[src/rtl/fir_pkg.sv]
// rtl/fir_pkg.sv - shared tap count, default coefficients, FSM encoding and saturation limits
package fir_pkg;

  localparam int NUM_TAPS = 19;

  // Symmetric low-pass prototype; centre tap at index 9.
  localparam logic signed [15:0] DEFAULT_COEFS [NUM_TAPS] = '{
    16'sd26,    16'sd270,   16'sd963,   16'sd2424,  16'sd4869,
    16'sd8259,  16'sd12194, 16'sd15948, 16'sd18666, 16'sd19660,
    16'sd18666, 16'sd15948, 16'sd12194, 16'sd8259,  16'sd4869,
    16'sd2424,  16'sd963,   16'sd270,   16'sd26
  };

  typedef enum logic [1:0] {
    ST_IDLE = 2'd0,
    ST_MAC  = 2'd1,
    ST_OUT  = 2'd2
  } state_e;

  // Largest value representable in a signed field of width w.
  function automatic longint sat_max(input int w);
    return (longint'(1) <<< (w - 1)) - longint'(1);
  endfunction

  // Smallest value representable in a signed field of width w.
  function automatic longint sat_min(input int w);
    return -(longint'(1) <<< (w - 1));
  endfunction

  // Reset value for tap k; taps beyond the prototype length start at zero.
  function automatic logic signed [15:0] default_coef(input int k);
    if (k >= 0 && k < NUM_TAPS) begin
      return DEFAULT_COEFS[k];
    end
    return '0;
  endfunction

endpackage

[src/rtl/fir_mac_unit.sv]
// rtl/fir_mac_unit.sv - combinational full-precision multiply-accumulate step
module fir_mac_unit #(
  parameter int DATA_W = 16,
  parameter int COEF_W = 16,
  parameter int ACC_W  = 40
) (
  input  logic signed [ACC_W-1:0]  acc_i,
  input  logic signed [DATA_W-1:0] x_i,
  input  logic signed [COEF_W-1:0] coef_i,
  output logic signed [ACC_W-1:0]  sum_o
);

  localparam int PROD_W = DATA_W + COEF_W;

  logic signed [PROD_W-1:0] prod;

  // Exact signed product, sign-extended into the accumulator width.
  always_comb begin
    prod  = x_i * coef_i;
    sum_o = acc_i + {{(ACC_W - PROD_W){prod[PROD_W-1]}}, prod};
  end

endmodule

[src/rtl/fir_mac_sequencer.sv]
// rtl/fir_mac_sequencer.sv - single-MAC time-shared FIR filter with stream in/out
module fir_mac_sequencer #(
  parameter int DATA_W    = 16,
  parameter int COEF_W    = 16,
  parameter int NUM_TAPS  = fir_pkg::NUM_TAPS,
  parameter int ACC_W     = 40,
  parameter int OUT_SHIFT = 15
) (
  input  logic                     aclk,
  input  logic                     aresetn,
  input  logic                     s_axis_data_tvalid,
  input  logic signed [DATA_W-1:0] s_axis_data_tdata,
  output logic                     s_axis_data_tready,
  output logic                     m_axis_data_tvalid,
  output logic signed [DATA_W-1:0] m_axis_data_tdata,
  input  logic                     m_axis_data_tready,
  input  logic                     coef_wr_en,
  input  logic [4:0]               coef_addr,
  input  logic signed [COEF_W-1:0] coef_wdata,
  output logic                     busy
);
  import fir_pkg::*;

  localparam logic [4:0] LAST_TAP  = 5'(NUM_TAPS - 1);
  localparam logic [4:0] TAP_LIMIT = 5'(NUM_TAPS);
  localparam logic signed [ACC_W-1:0] SAT_HI = ACC_W'(sat_max(DATA_W));
  localparam logic signed [ACC_W-1:0] SAT_LO = ACC_W'(sat_min(DATA_W));

  state_e                   state_q, state_d;
  logic [4:0]               tap_q, tap_d;
  logic signed [ACC_W-1:0]  acc_q, acc_d;
  logic signed [DATA_W-1:0] tdata_q, tdata_d;
  logic signed [DATA_W-1:0] x_q    [NUM_TAPS];
  logic signed [COEF_W-1:0] coef_q [NUM_TAPS];
  logic signed [ACC_W-1:0]  mac_sum;
  logic signed [ACC_W-1:0]  shifted;
  logic                     sample_accept;
  logic                     coef_accept;

  function automatic logic signed [DATA_W-1:0] saturate(input logic signed [ACC_W-1:0] v);
    if (v > SAT_HI) return SAT_HI[DATA_W-1:0];
    if (v < SAT_LO) return SAT_LO[DATA_W-1:0];
    return v[DATA_W-1:0];
  endfunction

  fir_mac_unit #(
    .DATA_W (DATA_W),
    .COEF_W (COEF_W),
    .ACC_W  (ACC_W)
  ) u_mac (
    .acc_i  (acc_q),
    .x_i    (x_q[tap_q]),
    .coef_i (coef_q[tap_q]),
    .sum_o  (mac_sum)
  );

  assign s_axis_data_tready = (state_q == ST_IDLE);
  assign m_axis_data_tvalid = (state_q == ST_OUT);
  assign m_axis_data_tdata  = tdata_q;
  assign busy               = (state_q != ST_IDLE);
  assign sample_accept      = (state_q == ST_IDLE) && s_axis_data_tvalid;
  assign coef_accept        = (state_q == ST_IDLE) && coef_wr_en && (coef_addr < TAP_LIMIT);
  assign shifted            = mac_sum >>> OUT_SHIFT;

  // Next-state: one tap per MAC cycle; result is latched on the final tap as OUT is entered.
  always_comb begin
    state_d = state_q;
    tap_d   = tap_q;
    acc_d   = acc_q;
    tdata_d = tdata_q;
    case (state_q)
      ST_IDLE: begin
        if (sample_accept) begin
          state_d = ST_MAC;
          tap_d   = '0;
          acc_d   = '0;
        end
      end
      ST_MAC: begin
        acc_d = mac_sum;
        if (tap_q == LAST_TAP) begin
          state_d = ST_OUT;
          tap_d   = '0;
          tdata_d = saturate(shifted);
        end else begin
          tap_d = tap_q + 5'd1;
        end
      end
      ST_OUT: begin
        if (m_axis_data_tready) begin
          state_d = ST_IDLE;
        end
      end
      default: state_d = ST_IDLE;
    endcase
  end

  // Control and accumulator registers.
  always_ff @(posedge aclk or negedge aresetn) begin
    if (!aresetn) begin
      state_q <= ST_IDLE;
      tap_q   <= '0;
      acc_q   <= '0;
      tdata_q <= '0;
    end else begin
      state_q <= state_d;
      tap_q   <= tap_d;
      acc_q   <= acc_d;
      tdata_q <= tdata_d;
    end
  end

  // Sample delay line; shifts only when a new sample is accepted.
  always_ff @(posedge aclk or negedge aresetn) begin
    if (!aresetn) begin
      for (int k = 0; k < NUM_TAPS; k++) x_q[k] <= '0;
    end else if (sample_accept) begin
      x_q[0] <= s_axis_data_tdata;
      for (int k = 1; k < NUM_TAPS; k++) x_q[k] <= x_q[k-1];
    end
  end

  // Coefficient store; writable only while idle so a running sum never sees a mixed set.
  always_ff @(posedge aclk or negedge aresetn) begin
    if (!aresetn) begin
      for (int k = 0; k < NUM_TAPS; k++) coef_q[k] <= COEF_W'(default_coef(k));
    end else if (coef_accept) begin
      coef_q[coef_addr] <= coef_wdata;
    end
  end

endmodule

[config.mk]
export PLATFORM = sky130hd
export DESIGN_NAME = fir_mac_sequencer
export DESIGN_NICKNAME = d
export VERILOG_FILES = /design/src/rtl/fir_pkg.sv /design/src/rtl/fir_mac_unit.sv /design/src/rtl/fir_mac_sequencer.sv
export SDC_FILE = /design/constraint.sdc
export NUM_CORES = 2
export LEC_CHECK = 0
export ABC_AREA = 1
export BUFFER_PORTS_ARGS = -buffer_cell sky130_fd_sc_hd__buf_2
export CORE_ASPECT_RATIO = 0.7
export CORE_MARGIN = 2
export CORE_UTILIZATION = 45
export DETAILED_ROUTE_END_ITERATION = 7
export GPL_TIMING_DRIVEN = 1
export PLACE_DENSITY = 0.65
export SYNTH_ARGS = -nofsm -noshare
export SYNTH_HDL_FRONTEND = slang
export SYNTH_SLANG_ARGS = --single-unit
[constraint.sdc]
create_clock -name aclk -period 9.4 [get_ports aclk]
set_input_delay 2.82 -clock aclk [delete_from_list [all_inputs] [get_ports aclk]]
set_output_delay 2.82 -clock aclk [all_outputs]
set_load 0.01 [all_outputs]
==> results.py <==
metrics = {
    "sta": {
        "grt_setup_unrepaired": "yes",
        "period_share": 0.994,
        "fin_crit_ns": 9.35,
        "setup_viol": 0,
        "fin_skew_ns": 0.0269,
        "tightest_slew_ns": 1.06,
        "slew_viol_final": 0,
        "finalSetupTns_ns": 0,
        "slew_headroom": 0.289,
        "holdWs_ns": 0.480,
        "final-hold-violation-count": 0,
        "fmax_mhz": 107,
        "fin_ws_ns": 0.0526,
    },
    "setup_path": {
        "slowest_delay_ns": 0.57,
        "crit_path_start_kind": "flop",
        "cpMostUsedCell": "fa_1",
        "timing.critical_path.buf_inv": 12,
        "worstPathRequired_ns": 9.98,
        "cp_top_family": "adder cells",
        "crit_type": "flop to flop",
        "cp_slowest_cell": "fa_1",
        "cp-end-kind": "flop",
        "cp_data_arrival_time_ns": 9.93,
        "cp_max_fo": 8,
    },
    "route": {
        "ant_nets": 0,
        "vias": 37100,
        "dr.pass1.iters": 6,
        "wirelength_mm": 127,
        "drt-wirelength-per-cell_um": 18.3,
        "vias_per_cell": 5.35,
        "drc": 0,
        "initialDrtViolationCount": 3817,
    },
    "placed_design": {
        "place.gp.congestion": 0.911,
        "port_buffers": 60,
        "dp_hpwl_mm": 84.4,
        "pre_cts_ws_ns": -0.322,
        "post_dp_cell_area_um2": 46600,
    },
    "cts": {
        "htreeDepth": 3,
        "clkTransAtPathRegs_ns": 0.07,
        "clkLatencyLatePin_ns": 0.65,
        "root_buffer": "clkbuf_16",
        "cts_sinks": 671,
        "numCtsBuffers": 69,
        "cts_tree": "built",
        "ctsLongestPathBuffers": 3,
    },
    "cells_and_area": {
        "final_cell_area_um2": 51900,
        "syn_to_final_growth_pct": 20.1,
        "drive_gt1_frac": 0.183,
        "nNetsFinal": 6044,
    },
    "synthesis": {
        "synth_seq_area_share": 0.392,
        "synth_fp_nets": 5818,
        "synth_top_area_frac": 0.326,
        "synth_top_area_cell": "dfrtp_1",
        "synthTopCellsByArea": "dfrtp_1 (33%), fa_1 (12%), nand2_1 (12%)",
        "synth_area_per_cell_um2": 8.01,
        "ys_seq_elements": 671,
        "synthCells": 5390,
        "ys_async_sr_fraction": 1.00,
        "synth_most_common_cell": "nand2_1",
        "synth_common_cells": "nand2_1 (1375), o21ai_0 (911), inv_1 (813), dfrtp_1 (562), a21oi_1 (267)",
        "synth.distinct_cells": 59,
        "synth_flop_cell": "dfrtp_1",
        "syn_area_um2": 43200,
        "synth_warnings": 0,
        "synth_edf_count": 0,
    },
    "floorplanning": {
        "rows": 95,
        "die_h_um": 263,
        "dieArea_um2": 98500,
        "ioPinCount": 61,
        "die_w_um": 374,
        "coreArea_um2": 95600,
        "start_util": 0.452,
    },
    "global_route": {
        "antenna_found_initial": 7,
        "grt_pass1_vias": 34900,
        "groute.usage.overall": 0.250,
        "grt_overflow": 0,
        "grt_max_degree": 174,
        "grt_pass1_wl_mm": 197,
    },
    "worst_hold_path": {
        "hp-class": "flop to flop",
    },
    "flow_run": {
        "cap_violations": 0,
    },
    "status": {
        "status": "complete, no violations",
    },
}
final cells by class:
cell class / instances / area [um2]
Multi-Input combinational cell: 3592 / 23200
Inverter: 829 / 3150
Antenna cell: 1 / 2.50
Timing Repair Buffer: 452 / 4530
Tap cell: 1261 / 1580
Clock inverter: 30 / 437
Fill cell: 8683 / 43700
Clock buffer: 97 / 1970
Sequential cell: 671 / 16900
Timing Repair inverter: 1 / 8.76
kinds of logic after synthesis:
family	synth area share
fa+ha+maj	0.158
simple gates	0.160
compound gates	0.175
xor+xnor	0.0122
buf+inv	0.103
flops	0.392
per-stage QoR:
stage / instances / util
floorplan: 5390 / -
CTS: 6852 / 0.516
finish: 6934 / 0.543
global placement: 6714 / 0.487
global route: 6934 / 0.543
detailed placement: 6714 / 0.487
flip-flops by register name, summed over array words and instances (netlist names):
register           flops
coef_q               304
m_axis_data_tdata     16
acc_q                 40
tap_q                  5
state_q                2
x_q                  304
what timing repair did:
item                                    4_1_cts  5_1_grt
endpoints found under the setup margin       17       32
pin swaps                                    10      158
resized for setup                            27      392
cloned                                        4       22
buffers inserted                              7       60
hold endpoints to repair                      0        0
hold buffers                                  0        0
routing by layer:
| layer | track usage | vias up | wire length [um] |
|---|---|---|---|
| met2 | 0.341 | 1420 | 51200 |
| li1 | - | 17500 | - |
| met3 | 0.0534 | 154 | 12200 |
| met4 | 0.0524 | 2 | 2290 |
| met1 | 0.400 | 18000 | 61200 |
| met5 | 0 | - | 10 |
final timing paths:
| path | startpoint | end | slack [ns] | depth (start not counted) |
|---|---|---|---|---|
| setup / recovery | tap_q[0] | m_axis_data_tdata[6] | 0.05 | 47 |
| hold / removal | coef_q[31] | coef_q[31] | 0.48 | 2 |
| setup reg to reg | tap_q[0] | m_axis_data_tdata[6] | 0.05 | 47 |
| hold reg to reg | coef_q[31] | coef_q[31] | 0.48 | 2 |
| max in group asynchronous | aresetn | x_q[60] | 5.63 | 3 |
| min in group asynchronous | aresetn | x_q[134] | 2.19 | 1 |
worst reg2reg max path, delay by kind of cell (launching register included):
kind / cells / cell delay (ns)
compound gates: 10 / 1.80
buf+inv: 12 / 1.64
xor+xnor: 1 / 0.16
simple gates: 16 / 1.62
fa+ha+maj: 8 / 3.60
flops: 1 / 0.46
placed cells by master (no fill, tap or decap), drive strengths merged, types with 29 or more instances in the layout:
cell type	netlist	layout
buf	101	433
nand2	1402	1404
xor2	29	29
inv	826	833
nand3	53	53
xnor2	31	31
dfrtp	562	562
nor2	250	250
dfstp	109	109
clkbuf	199	114
fa	263	263
a21oi	270	270
ha	123	123
o22ai	81	81
o21ai	936	936
Power is left out: the tool's default activity adds up to more than one toggle a clock period on the data nets, which glitch-free logic cannot reach.
